File: config.mk
export PLATFORM = sky130hd
export DESIGN_NAME = alu_bist
export DESIGN_NICKNAME = d
export VERILOG_FILES = /design/src/rtl/alu_bist_pkg.sv /design/src/rtl/bist_misr32.sv /design/src/rtl/alu_bist.sv
export SDC_FILE = /design/constraint.sdc
export NUM_CORES = 1
export LEC_CHECK = 0
export CORE_ASPECT_RATIO = 1.75
export CORE_MARGIN = 2
export CORE_UTILIZATION = 43
export CTS_CLUSTER_SIZE = 20
export DETAILED_ROUTE_END_ITERATION = 12
export GPL_TIMING_DRIVEN = 0
export PLACE_DENSITY = 0.72
export SYNTH_ARGS = -nofsm -noshare
export SYNTH_HDL_FRONTEND = slang
export SYNTH_SLANG_ARGS = --single-unit
File: constraint.sdc
create_clock -name I_clk -period 4.05 [get_ports I_clk]
set_clock_uncertainty 0.15 [all_clocks]
set_input_delay 1.215 -clock I_clk [delete_from_list [all_inputs] [get_ports I_clk]]
set_output_delay 1.215 -clock I_clk [all_outputs]
set_load 0.02 [all_outputs]
File: src/rtl/alu_bist_pkg.sv
// alu_bist_pkg: ALU select codes plus BIST polynomial, operand mask and state encoding.
package alu_bist_pkg;
  localparam logic [3:0] ALU_ADD  = 4'd0;
  localparam logic [3:0] ALU_SUB  = 4'd1;
  localparam logic [3:0] ALU_SLL  = 4'd2;
  localparam logic [3:0] ALU_SLT  = 4'd3;
  localparam logic [3:0] ALU_SLTU = 4'd4;
  localparam logic [3:0] ALU_XOR  = 4'd5;
  localparam logic [3:0] ALU_SRL  = 4'd6;
  localparam logic [3:0] ALU_SRA  = 4'd7;
  localparam logic [3:0] ALU_OR   = 4'd8;
  localparam logic [3:0] ALU_AND  = 4'd9;
  localparam logic [3:0] ALU_LUI  = 4'd10;
  localparam logic [31:0] BIST_POLY = 32'h8020_0003;
  localparam int BIST_NUM_OPS = 11;
  localparam logic [31:0] BIST_MASK = 32'h5A5A_5A5A;
  typedef enum logic [1:0] {IDLE, RUN, DONE} state_t;
  function automatic logic [31:0] misr_step(input logic [31:0] m, input logic [31:0] d);
    return {m[30:0], 1'b0} ^ (m[31] ? BIST_POLY : 32'h0) ^ d;
  endfunction
  function automatic logic [31:0] operand2(input logic [31:0] x);
    return {x[15:0], x[31:16]} ^ BIST_MASK;
  endfunction
endpackage

File: src/rtl/bist_misr32.sv
// bist_misr32: 32-bit Galois MISR; with I_data tied to zero it is a plain LFSR.
module bist_misr32
  import alu_bist_pkg::*;
#(
  parameter logic [31:0] RST_VAL = 32'h0
)(
  input  logic        I_clk,
  input  logic        I_rst,
  input  logic        I_load,
  input  logic [31:0] I_load_val,
  input  logic        I_en,
  input  logic [31:0] I_data,
  output logic [31:0] O_value
);
  always_ff @(posedge I_clk or negedge I_rst)
    if (!I_rst) O_value <= RST_VAL;
    else if (I_load) O_value <= I_load_val;
    else if (I_en) O_value <= misr_step(O_value, I_data);
endmodule

File: src/rtl/alu_bist.sv
// alu_bist: walks every ALU op over LFSR operand pairs, compresses results into a
// MISR and compares the final signature with GOLDEN.
module alu_bist
  import alu_bist_pkg::*;
#(
  parameter int          PATTERNS = 16,
  parameter logic [31:0] SEED     = 32'hACE1_2468,
  parameter logic [31:0] GOLDEN   = 32'h0000_0000
)(
  input  logic        I_clk,
  input  logic        I_rst,
  input  logic        I_start,
  input  logic [31:0] I_result,
  output logic [3:0]  O_alusel,
  output logic [31:0] O_data1,
  output logic [31:0] O_data2,
  output logic        O_busy,
  output logic        O_done,
  output logic        O_pass,
  output logic [31:0] O_signature
);
  state_t state, state_nx;
  logic [12:0] count;
  logic accept, last_op, last_pat, finish, lfsr_en;
  assign accept   = state == IDLE && I_start;
  assign last_op  = O_alusel == ALU_LUI;
  assign last_pat = count == 13'(PATTERNS - 1);
  assign finish   = state == RUN && last_op && last_pat;
  // the final pattern's LUI vector stays on the ALU inputs while idle
  assign lfsr_en  = state == RUN && last_op && !last_pat;
  assign O_busy   = state == RUN;
  assign O_done   = state == DONE;
  always_comb begin
    state_nx = state;
    if (accept) state_nx = RUN;
    else if (finish) state_nx = DONE;
    else if (state == DONE) state_nx = IDLE;
  end
  always_ff @(posedge I_clk or negedge I_rst)
    if (!I_rst) begin
      state    <= IDLE;
      count    <= '0;
      O_alusel <= ALU_ADD;
      O_data2  <= operand2(SEED);
      O_pass   <= 1'b0;
    end else begin
      state <= state_nx;
      if (accept) begin
        count    <= '0;
        O_alusel <= ALU_ADD;
        O_data2  <= operand2(SEED);
        O_pass   <= 1'b0;
      end else if (state == RUN) begin
        if (!finish) O_alusel <= last_op ? ALU_ADD : O_alusel + 4'd1;
        if (lfsr_en) begin
          count   <= count + 13'd1;
          O_data2 <= operand2(misr_step(O_data1, 32'h0));
        end
        if (finish) O_pass <= misr_step(O_signature, I_result) == GOLDEN;
      end
    end
  bist_misr32 #(.RST_VAL(32'h0)) u_misr (
    .I_clk(I_clk), .I_rst(I_rst), .I_load(accept), .I_load_val(32'h0),
    .I_en(state == RUN), .I_data(I_result), .O_value(O_signature)
  );
  bist_misr32 #(.RST_VAL(SEED)) u_lfsr (
    .I_clk(I_clk), .I_rst(I_rst), .I_load(accept), .I_load_val(SEED),
    .I_en(lfsr_en), .I_data(32'h0), .O_value(O_data1)
  );
endmodule

# Yosys cells after proc, flatten, opt, wreduce, memory -nomap -nowiden
# Cells that the tools add are included.
# totals
wordCells	54
input_bits	35
latch_bits	0
ramBits	0
mem_bits_ro	0
reg_bits	116
out_inout_bits	103
n_memories	0
# op_classes
bitwise	4
n_lt_le_gt_ge	0
eq_ne	5
shifts	0
reduce_logical	14
n_addsub	2
multipliers	0
div_mod_pow	0
muxes	22
# op_table
operator	count
$mux 32	9
$xor 32x32->32	3
$mux 13	3
$logic_not 32->1	1
$mux 4	4
$not 16->16	1
$add 13x1->13 const B	1
$eq 13x4->1 const B	1
$mux 2	3
$reduce_and 2->1	3
$reduce_bool 2->1	3
$add 4x1->4 const B	1
$eq 4x4->1 const B	1
$logic_and 1x1->1	4
$mux 1	3
$reduce_bool 3->1	1
$eq 2x1->1 const B	1
$eq 2x2->1 const B	1
$logic_not 2->1	1
$ne 2x2->1 const B	1
$logic_not 1->1	1

# Longest topological paths before layout
# logic_depth
ltp_word	7
depth_mapped	9
depth_no_buf	7

# Hierarchy
# A second synthesis with hierarchy kept.
# hier_totals
cells_unflattened	653
hier_area_um2	6537.5
# by_module_without_submodules
mod	cells_each	area_per_inst_um2	instances
alu_bist	299	2865.2	1
bist_misr32 (u_lfsr)	177	1844.3	1
bist_misr32 (u_misr)	177	1828.0	1

# Least setup slack after synthesis
# OpenSTA, ideal clock, no wires.
# synth_timing
path_type	in2reg
startpoint	in I_start
endpoint	reg u_misr.O_value[13]
setup_time_ps	133
t_arrival_ps	2148
path_stages	5
slack_ps	1619
path_buffers	2
required_ps	3767
path_cell_list	or3b_1 -> clkbuf_1 -> clkbuf_1 -> nand3_1 -> o21ai_0
# synth_via
elab_chain_len	2
# synth_lines
item	line	rtl
start, declared	alu_bist.sv:12	input logic I_start,
$logic_and 1x1->1 *	alu_bist.sv:25	assign accept = state == IDLE && I_start;
$mux 32 / $reduce_bool 2->1 (equally long branches)	--	
end signal, assigned	bist_misr32.sv:17	else if (I_load) O_value <= I_load_val;
end signal, assigned	bist_misr32.sv:18	else if (I_en) O_value <= misr_step(O_value, I_data);
end, declared	bist_misr32.sv:13	output logic [31:0] O_value
# Every way passes the cells marked *; elsewhere a longest branch is shown, timed or not.
# A chain may end at the register's enable or synchronous reset.

# Final worst setup path
# layout_timing
startpoint	reg state[1]
endpoint	out O_busy
# layout_via
elab_chain_len	1
# layout_lines
item	line	rtl
start, declared	alu_bist.sv:22	state_t state, state_nx;
start signal, assigned	alu_bist.sv:47	state <= state_nx;
$eq 2x1->1	alu_bist.sv:31	assign O_busy = state == RUN;
end, declared	alu_bist.sv:17	output logic O_busy,
# Every way passes these cells.

==> results.json <==
{
  "grt_usage": 0.2354,
  "synth.distinct_cells": 41,
  "async_flop_share": 1.000,
  "max_freq_mhz": 292.0,
  "antenna_found_initial": 0,
  "syn_area_per_cell_um2": 9.961,
  "grt_overflow_total": 0,
  "synth.cell_area_um2": 5160,
  "first_pass_iters": 4,
  "synth-seq-area-share": 0.5708,
  "required_ns": 2.68,
  "post_dp_cell_area_um2": 6731,
  "startpoint_type": "register",
  "synth_flop_cell": "dfrtp_1",
  "clock_sinks": 116,
  "finish.instance_area_um2": 7342,
  "vdd_drop_max_uv": 310.0,
  "die_area_um2": 12930,
  "crit_path_max_incr_delay_ns": 0.62,
  "yosysWarningCount": 0,
  "critPathArrivalTime_ns": 2.06,
  "drtIter0Drc": 266,
  "setup-violations-final": 0,
  "max_slew.worst_pin.slew_ns": 0.5676,
  "yosysTopAreaCell": "dfrtp_1",
  "avgRoutedWirePerCell_um": 17.64,
  "ant_nets": 0,
  "rsz0062_at_grt": "false",
  "fin_crit_ns": 3.424,
  "final_common_cell": "clkdlybuf4s50_1",
  "std_cell_rows": 53,
  "crit_fanout": 10,
  "synth.area.top_cells": "dfrtp_1 40%, dfstp_2 17%, nand2_1 7.6%, xnor2_1 5.6%, nand3_1 4.4%",
  "post_cts_buffers": 0,
  "hold_class": "reg2reg",
  "status": "completed",
  "grt_pass1_wl_um": 23500,
  "cts_tree": "yes",
  "cts_made_buffers": 17,
  "grt_pass1_vias": 4627,
  "die_w_um": 86.81,
  "hold_violations": 0,
  "nets": 713,
  "setup_tns_ns": 0,
  "grt_max_degree": 103,
  "root_buffer": "clkbuf_16",
  "wl_met1_um": 5563,
  "ctsHtreeMaxLevel": 4,
  "synthDominantCellAreaShare": 0.3977,
  "highest_layer": "met4",
  "syn_inst": 518,
  "routed_wl_um": 14550,
  "synth_edf_count": 0,
  "clock_latency_ns": 0.40,
  "cp_slowest_cell": "clkdlybuf4s50_1",
  "cellPowerDensity_nw_per_um2": 619.3,
  "clk_path_buf_depth": 2,
  "drv_cap": 0,
  "drc": 0,
  "final_cell_mix": "136 x clkdlybuf4s50_1, 104 x nand2_1, 82 x dfrtp_1, 45 x nand3_1, 45 x o21ai_0",
  "syn-num-nets": 556,
  "drv_slew": 0,
  "relSlewSlack": 0.6208,
  "finalCoreUtilization": 0.6185,
  "ctsHoldBuffers": 0,
  "vias": 4463,
  "dr_wl_met2_um": 7688,
  "clk_pin_slew_ns": 0.06,
  "path_cells": "nand2b_2 > buf_2 > inv_1 > clkdlybuf4s50_1",
  "io_pins": 138,
  "portBuffers": 137,
  "finalCritPeriodShare": 0.8455,
  "cts_resized": 0,
  "core_area_um2": 11870,
  "via_per_inst": 5.410,
  "start_util": 0.4347,
  "ys_ff_latch": 116,
  "area_growth_pct": 42.29,
  "dieHeight_um": 148.9,
  "leakagePower_nw": 3.052,
  "detailroute.wirelength.met3_um": 804,
  "diodes": 0,
  "gp_congestion": 0.8942,
  "hpwlAfterDp_um": 10650,
  "critPathKind": "reg2out",
  "crit_path_end_kind": "output port",
  "drive_gt1_frac": 0.1352
}
[flip-flops by register name, summed over array words and instances (netlist names)]
register / count
O_data2: 32
u_lfsr.O_value: 32
u_misr.O_value: 32
count: 13
O_alusel: 4
state: 2
O_pass: 1
[critical path, delay by kind of cell (launching register included)]
kind / cells / cell delay (ns)
buf+inv: 3 / 0.96
simple gates: 1 / 0.29
flops: 1 / 0.41
[report_power, final]
part	internal (mW)	switching [mW]
Clock	1.00	0.528
Sequential	1.44	0.249
Combinational	0.648	0.684
Total	3.09	1.46
[worst paths after layout]
path,startpoint,end,slack (ns),depth (start not counted)
hold reg to reg,O_data2[13],O_data2[13],0.31,2
max in group asynchronous,I_rst,O_data2[17],2.53,2
setup / recovery,state[1],O_busy,0.63,4
min in group asynchronous,I_rst,u_misr.O_value[24],0.48,1
hold / removal,O_data2[13],O_data2[13],0.31,2
setup reg to reg,count[0],u_lfsr.O_value[8],1.86,8
[cell usage after synthesis (6+ instances only)]
| master | number |
|---|---|
| xor2_1 | 15 |
| nor2_1 | 27 |
| clkbuf_1 | 13 |
| nand3_1 | 45 |
| nand4_1 | 11 |
| buf_6 | 6 |
| dfstp_2 | 34 |
| o21ai_0 | 45 |
| a21oi_1 | 38 |
| dfrtp_1 | 82 |
| buf_2 | 11 |
| xnor2_1 | 33 |
| o211ai_1 | 12 |
| nand2_1 | 104 |
[cell type report]
type | instances | area, um2
Sequential cell | 116 | 2945
Tap cell | 137 | 171.4
Fill cell | 975 | 4528
Clock buffer | 20 | 456.7
Timing Repair Buffer | 138 | 1400
Buffer | 33 | 186.4
Multi-Input combinational cell | 367 | 2021
Inverter | 2 | 7.507
Clock inverter | 12 | 153.9
[through the flow]
stage          hold slack, ns  power, mW  instances  setup slack, ns
5_1_grt                0.3190      4.757        825           0.5444
2_1_floorplan          0.3080      2.345        518            1.619
4_1_cts                0.3107      4.577        825           0.6131
3_3_place_gp           0.2965      2.999        792           -2.747
6_report               0.3065      4.547        825           0.6259
3_5_place_dp           0.2989      3.034        793           0.8409
[routing by layer]
metal  global-route usage  up-vias
li1                     -     2080
met1               0.2649     2173
met2               0.4111      179
met3              0.05700       31
met4               0.1086        0
met5                    0        -
[logic make-up after synthesis]
kind of cell | count (synthesis) | share of synthesized area
flops | 116 | 0.5708
simple gates | 215 | 0.1959
fa+ha+maj | 3 | 0.007275
buf+inv | 35 | 0.03759
compound gates | 101 | 0.1069
xor+xnor | 48 | 0.08148
(Power assumes the default switching activity.)
